===== src/rtl/gamma_pi2_stage.sv =====
// Gamma (optionally followed by pi2) nonlinear stage on a 3x32-bit state,
// registered behind a two-entry skid buffer with a registered iready.
module gamma_pi2_stage #(
  parameter bit PI2_EN = 1'b1
) (
  input  logic        clk,
  input  logic        rst,
  input  logic [95:0] iword,
  input  logic        ivalid,
  output logic        iready,
  output logic [95:0] oword,
  output logic        ovalid,
  input  logic        oready,
  output logic [15:0] ocount
);

  typedef enum logic [1:0] {
    S_EMPTY = 2'd0,
    S_ONE   = 2'd1,
    S_FULL  = 2'd2
  } state_e;

  state_e      state_q, state_d;
  logic [95:0] main_q, main_d;
  logic [95:0] skid_q, skid_d;
  logic [15:0] ocount_q, ocount_d;
  logic        iready_q, iready_d;

  logic [31:0] a0, a1, a2;
  logic [31:0] g0, g1, g2;
  logic [95:0] xform;
  logic        accept, xfer;

  always_comb begin
    a0 = iword[31:0];
    a1 = iword[63:32];
    a2 = iword[95:64];
    g0 = a0 ^ (a1 | ~a2);
    g1 = a1 ^ (a2 | ~a0);
    g2 = a2 ^ (a0 | ~a1);
    if (PI2_EN) begin
      xform = {{g2[9:0], g2[31:10]}, g1, {g0[30:0], g0[31]}};
    end else begin
      xform = {g2, g1, g0};
    end
  end

  assign ovalid = (state_q != S_EMPTY);
  assign iready = iready_q;
  assign oword  = main_q;
  assign ocount = ocount_q;
  assign accept = ivalid && iready_q;
  assign xfer   = ovalid && oready;

  always_comb begin
    // NOTE: every signal gets a default first so no path through this block can infer a latch.
    state_d  = state_q;
    main_d   = main_q;
    skid_d   = skid_q;
    ocount_d = ocount_q;
    if (xfer) begin
      ocount_d = ocount_q + 16'd1;
    end
    unique case (state_q)
      S_EMPTY: begin
        if (accept) begin
          main_d  = xform;
          state_d = S_ONE;
        end
      end
      S_ONE: begin
        if (accept && xfer) begin
          main_d = xform;
        end else if (accept) begin
          skid_d  = xform;
          state_d = S_FULL;
        end else if (xfer) begin
          state_d = S_EMPTY;
        end
      end
      S_FULL: begin
        // iready is low here, so only a drain can happen.
        if (xfer) begin
          main_d  = skid_q;
          state_d = S_ONE;
        end
      end
      default: state_d = S_EMPTY;
    endcase
    iready_d = (state_d != S_FULL);
  end

  // NOTE: sequential state uses non-blocking assignments only, so all flops update together.
  always_ff @(posedge clk) begin
    if (rst) begin
      // NOTE: the data entries are reset too, so oword reads zero after reset rather than stale data.
      state_q  <= S_EMPTY;
      main_q   <= '0;
      skid_q   <= '0;
      ocount_q <= '0;
      iready_q <= 1'b1;
    end else begin
      state_q  <= state_d;
      main_q   <= main_d;
      skid_q   <= skid_d;
      ocount_q <= ocount_d;
      iready_q <= iready_d;
    end
  end

endmodule


===== config.mk =====
export PLATFORM = sky130hd
export DESIGN_NAME = gamma_pi2_stage
export DESIGN_NICKNAME = d
export VERILOG_FILES = /design/src/rtl/gamma_pi2_stage.sv
export SDC_FILE = /design/constraint.sdc
export NUM_CORES = 1
export LEC_CHECK = 0
export ABC_AREA = 1
export BUFFER_PORTS_ARGS = -buffer_cell sky130_fd_sc_hd__clkbuf_2
export CAP_MARGIN = 20
export CORE_MARGIN = 2
export CORE_UTILIZATION = 31
export DETAILED_ROUTE_END_ITERATION = 7
export GPL_TIMING_DRIVEN = 0
export SYNTH_ARGS = -nofsm -noshare
export SYNTH_HDL_FRONTEND = slang
export SYNTH_SLANG_ARGS = --single-unit

===== constraint.sdc =====
create_clock -name clk -period 4.2 [get_ports clk]
set_input_delay 0.21 -clock clk [delete_from_list [all_inputs] [get_ports clk]]
set_output_delay 0.21 -clock clk [all_outputs]
set_load 0.01 [all_outputs]

==> flow_summary.json, run 1 <==
{
  "status": "finished clean",
  "worst_slack_ps": 2165,
  "start_kind": "flop",
  "drv_slew": 0,
  "avgRoutedWirePerCell_microns": 15.25,
  "via_per_inst": 4.627,
  "fin_crit_sh_pct": 48.45,
  "grt_max_degree": 14,
  "avgSynthCellArea_sq_um": 6.519,
  "max_stage_delay_ps": 410,
  "path_buf_inv": 3,
  "initial_core_util_pct": 31.56,
  "dieWidth_microns": 186.2,
  "grt_use_total_pct": 19.59,
  "ys_ff_latch": 211,
  "worstSetupEndpointType": "flop",
  "hold_violations": 0,
  "core_area_sq_mm": 0.03262,
  "yosysSeqAreaShare_pct": 41.04,
  "first_global_vias": 9830,
  "port-buffer-count": 213,
  "worstPathMaxFanout": 10,
  "p_leak_nw": 6.089,
  "power_mw": 5.317,
  "max_freq_mhz": 491.5,
  "fill_cells": 3482,
  "antenna_found_initial": 2,
  "path_class": "reg -> reg",
  "clock_sinks": 211,
  "rsz0062_at_grt": "false",
  "clk_latency_ps": 510,
  "synth_area_sq_mm": 0.01029,
  "clk_pin_slew_ps": 60,
  "slowest_stage": "dfxtp_1",
  "hold_path_class": "in -> reg",
  "cpMostUsedCell": "nor2_1",
  "required_ps": 4600,
  "setup_viol": 0,
  "power_density_mw_per_mm2": 416.9,
  "cts-buffers-inserted": 24,
  "postCtsSetupRepairBufs": 0,
  "synth.distinct_cells": 23,
  "layout-drive-gt1-share_pct": 15.68,
  "drc": 0,
  "synthCells": 1579,
  "io_pins": 214,
  "clock_skew_ps": 5.122,
  "drt_iter0_drc": 694,
  "syn_to_final_growth_pct": 23.90,
  "die_area_sq_mm": 0.03468,
  "cts_max_level": 1,
  "wirelength_mm": 34.79,
  "power_frac_seq_pct": 42.1,
  "drv_cap": 0,
  "holdWs_ps": 30.70,
  "p_sw_mw": 1.533,
  "dp.final_hpwl_mm": 26.98,
  "setup_tns_ps": 0,
  "peakVddDrop_mv": 0.2555,
  "p_comb_share_pct": 17.0,
  "swShare_pct": 28.84,
  "cp_data_arrival_time_ps": 2430,
  "row_count": 66,
  "ant_nets": 0,
  "cts.path.max_buffers": 3,
  "utilization_pct": 39.10,
  "cts_tree": "yes",
  "yosys_warnings": 0,
  "root_buffer": "clkbuf_16",
  "place_congestion": 0.8926,
  "die_y_microns": 186.2,
  "critPathTopFamily": "buffers and inverters",
  "pre_cts_ws_ps": 1907,
  "final_nets": 1920,
  "vias": 10560,
  "grt_overflow_total": 0,
  "synth_fp_nets": 1680,
  "period_minus_slack_ps": 2035,
  "p_int_mw": 3.783,
  "clock_power_share_pct": 40.9,
  "tightest_slew_ps": 741.4,
  "worstPathCellList": "nand2_2 > inv_2 > buf_4 > clkbuf_1 > nor2_1 > nor2_1 > nor2_1",
  "slew_headroom_pct": 50.58,
  "dr.pass1.iters": 5,
  "grt_pass1_wl_mm": 52.74
}
==> worst register-to-register path: cells and delay by family, from the launching register on <==
kind,cells,cell delay [ps]
buffers and inverters,3,890
and+or+nand+nor,4,610
DFF,1,410
==> layout make-up <==
class / count / area (sq um) / share of cell area (%)
multi-input combinational: 1105 / 5014 / 39.31
sequential: 211 / 4224 / 33.12
timing repair buffer: 214 / 1076 / 8.437
clock buffer: 35 / 723.2 / 5.671
inverter: 180 / 675.6 / 5.298
tap: 442 / 553.0 / 4.336
buffer: 83 / 380.4 / 2.982
clock inverter: 9 / 102.6 / 0.8045
antenna: 2 / 5.005 / 0.03924
==> repair_timing <==
| action | 4_1_cts | 5_1_grt |
|---|---|---|
| hold endpoints to repair | 1 | 0 |
| resized for setup | 0 | 0 |
| hold buffers | 1 | 0 |
==> worst paths after layout <==
kind              cells after the start          to  slack, ps        from
hold / removal                        4  skid_q[43]         30   iword[43]
setup reg to reg                      7   oword[46]       2170  state_q[1]
hold reg to reg                       2  skid_q[48]        450  skid_q[48]
setup / recovery                      7   oword[46]       2170  state_q[1]
==> cell usage after synthesis, drive strengths merged <==
cell,instances,area [sq um]
ha,1,12.51
nor2,316,1186
o21ai,217,1101
xor2,65,569.3
nand2,320,1209
inv,180,675.6
a31oi,1,6.260
nor3,35,175.2
nand3,11,55.05
nand4,1,6.260
dfxtp,211,4224
clkbuf,52,195.2
a21oi,137,685.7
o21bai,1,7.510
buf,31,185.2
==> per-stage QoR <==
stage	instance area, sq um	cells
2_1_floorplan	10290	1579
3_3_place_gp	11910	2234
3_5_place_dp	11910	2234
4_1_cts	12750	2279
5_1_grt	12750	2279
6_report	12750	2281
==> cell families after synthesis <==
group | Yosys count | share of synthesized area (%)
simple gates | 683 | 25.56
compound gates | 356 | 17.49
buf+inv | 263 | 10.26
flops | 211 | 41.04
xor+xnor | 65 | 5.531
fa+ha+maj | 1 | 0.1215
==> registers in the layout, indices dropped and copies added (netlist names) <==
signal	flops
skid_q	96
state_q	2
ocount	16
oword	96
iready	1
==> placed cells by master (no fill, tap or decap), types with 2 or more instances in the layout <==
| master | count |
|---|---|
| a21oi_1 | 137 |
| buf_1 | 5 |
| buf_2 | 13 |
| buf_4 | 12 |
| bufinv_16 | 2 |
| clkbuf_1 | 56 |
| clkbuf_16 | 25 |
| clkbuf_2 | 213 |
| clkbuf_8 | 6 |
| clkinv_2 | 4 |
| clkinvlp_4 | 3 |
| dfxtp_1 | 211 |
| diode_2 | 2 |
| inv_1 | 176 |
| inv_2 | 4 |
| nand2_1 | 317 |
| nand2_2 | 3 |
| nand3_1 | 11 |
| nor2_1 | 316 |
| nor3_1 | 35 |
| o21ai_0 | 173 |
| o21ai_1 | 42 |
| xor2_1 | 65 |
==> power by group through the flow <==
stage | Clock [mW] | Sequential (mW) | Combinational (mW)
CTS | 2.21 | 2.24 | 0.912
global placement | 0 | 2.27 | 0.896
detailed placement | 0 | 2.28 | 0.905
finish | 2.17 | 2.24 | 0.906
global route | 2.30 | 2.25 | 1.02
floorplan | 0 | 2.31 | 0.488
==> metal layers <==
metal | vias up | track usage, % | part of all wire, %
met5 | - | 0 | 0.080
met4 | 4 | 7.055 | 3.3
met3 | 68 | 4.381 | 7.1
met2 | 290 | 32.85 | 46
met1 | 4778 | 24.72 | 44
li1 | 5415 | - | -
Note: power is estimated with default switching activity, not from simulation.
==> run 2, diff against run 1 <==
==> constraint.sdc (replaced) <==
create_clock -name clk -period 2.1 [get_ports clk]
set_input_delay 0.105 -clock clk [delete_from_list [all_inputs] [get_ports clk]]
set_output_delay 0.105 -clock clk [all_outputs]
set_load 0.01 [all_outputs]
==> flow_summary.json, run 2 (same netlist as run 1, synthesis figures left out) <==
{
  "dp.final_hpwl_mm": 26.98,
  "tightest_slew_ps": 757.3,
  "port-buffer-count": 213,
  "die_area_sq_mm": 0.03468,
  "period_minus_slack_ps": 2009,
  "hold_violations": 0,
  "fill_cells": 3439,
  "peakVddDrop_mv": 0.5096,
  "antenna_found_initial": 3,
  "clk_latency_ps": 510,
  "holdWs_ps": 8.234,
  "grt_max_degree": 14,
  "status": "finished clean",
  "core_area_sq_mm": 0.03262,
  "drt_iter0_drc": 722,
  "avgRoutedWirePerCell_microns": 15.10,
  "clock_sinks": 211,
  "grt_overflow_total": 0,
  "setup_viol": 0,
  "drc": 0,
  "cts_tree": "yes",
  "worst_slack_ps": 90.89,
  "grt_use_total_pct": 19.97,
  "first_global_vias": 10110,
  "cts-buffers-inserted": 24,
  "path_class": "reg -> reg",
  "layout_commonest_cell": "nand2_1",
  "placed_area_sq_mm": 0.01191,
  "place_congestion": 0.8926,
  "final_nets": 1976,
  "grt_pass1_wl_mm": 54.01,
  "utilization_pct": 40.87,
  "drv_cap": 0,
  "hold_path_class": "in -> reg",
  "clk_pin_slew_ps": 60,
  "fin_crit_sh_pct": 95.67,
  "start_kind": "flop",
  "syn_to_final_growth_pct": 29.50,
  "clock_skew_ps": 6.423,
  "cts_max_level": 1,
  "max_freq_mhz": 497.7,
  "root_buffer": "clkbuf_16",
  "layout-drive-gt1-share_pct": 15.43,
  "cp_data_arrival_time_ps": 2410,
  "layout_common_cells": "nand2_1, nor2_1, clkbuf_2",
  "power_density_mw_per_mm2": 805.3,
  "drv_slew": 0,
  "required_ps": 2500,
  "cts.path.max_buffers": 3,
  "dr.pass1.iters": 5,
  "initial_core_util_pct": 31.56,
  "via_per_inst": 4.568,
  "wirelength_mm": 35.33,
  "pre_cts_ws_ps": -88.28,
  "die_y_microns": 186.2,
  "rsz0062_at_grt": "false",
  "p_leak_nw": 6.338,
  "slew_headroom_pct": 49.51,
  "dieWidth_microns": 186.2,
  "io_pins": 214,
  "worstSetupEndpointType": "flop",
  "worstPathMaxFanout": 10,
  "ant_nets": 0,
  "row_count": 66,
  "design_area_sq_mm": 0.01333,
  "vias": 10690
}
## run 2: cell types whose count changed in the layout (fill, tap and decap cells not counted), sizes merged
cell         change
diode            +3
dlygate4sd3     +56
## run 2: area by class of cell
type / count / area (sq um) / area share (%)
Multi-Input combinational cell: 1105 / 5014 / 37.61
Inverter: 180 / 675.6 / 5.069
Clock buffer: 35 / 723.2 / 5.425
Clock inverter: 9 / 102.6 / 0.7697
Antenna cell: 5 / 12.51 / 0.09386
Tap cell: 442 / 553.0 / 4.149
Sequential cell: 211 / 4224 / 31.69
Buffer: 83 / 389.1 / 2.919
Timing Repair Buffer: 270 / 1637 / 12.28
## run 2: power by group
part           internal [mW]  switching [mW]  total (mW)
clock network           2.63            1.72        4.35
registers               4.32           0.158        4.48
logic                  0.695            1.22        1.91
total                   7.64            3.09        10.7
## run 2: worst max-delay path, cell delays in order (launching register included)
cell	delay, ps
dfxtp_1	420
nand2_2	190
o21ai_2	160
o21ai_4	170
inv_2	180
buf_6	200
buf_4	200
nand2_1	60
nor2_1	220
nor2_1	80
## run 2: path summary, 6_finish.rpt
| check | cells after the start | startpoint | slack, ps | to |
|---|---|---|---|---|
| setup / recovery | 9 | state_q[1] | 90 | oword[46] |
| hold / removal | 5 | iword[72] | 8 | skid_q[9] |
| setup reg to reg | 9 | state_q[1] | 90 | oword[46] |
| hold reg to reg | 2 | skid_q[90] | 450 | skid_q[90] |
## run 2: per-stage QoR
| step | power [mW] | setup TNS, ps | cells |
|---|---|---|---|
| after floorplan | 5.595 | 0 | 1579 |
| final | 10.73 | 0 | 2340 |
| after CTS | 10.82 | 0 | 2335 |
| after global placement | 6.340 | -368.5 | 2234 |
| after global routing | 11.26 | 0 | 2337 |
| after detailed placement | 6.368 | -636.0 | 2234 |
## run 2: what timing repair did
action / CTS / global route
hold buffers: 57 / 0
setup endpoints to repair: 0 / 11
hold endpoints to repair: 53 / 0
resized for setup: 0 / 9
setup buffers: 0 / 0
## run 2: routing by layer
layer / track usage (%) / share of wire [%] / up-vias
li1: - / - / 5531
met1: 25.36 / 44 / 4855
met2: 33.46 / 47 / 248
met3: 4.225 / 6.1 / 52
met4: 7.150 / 3.0 / 2
met5: 0 / 0.045 / -
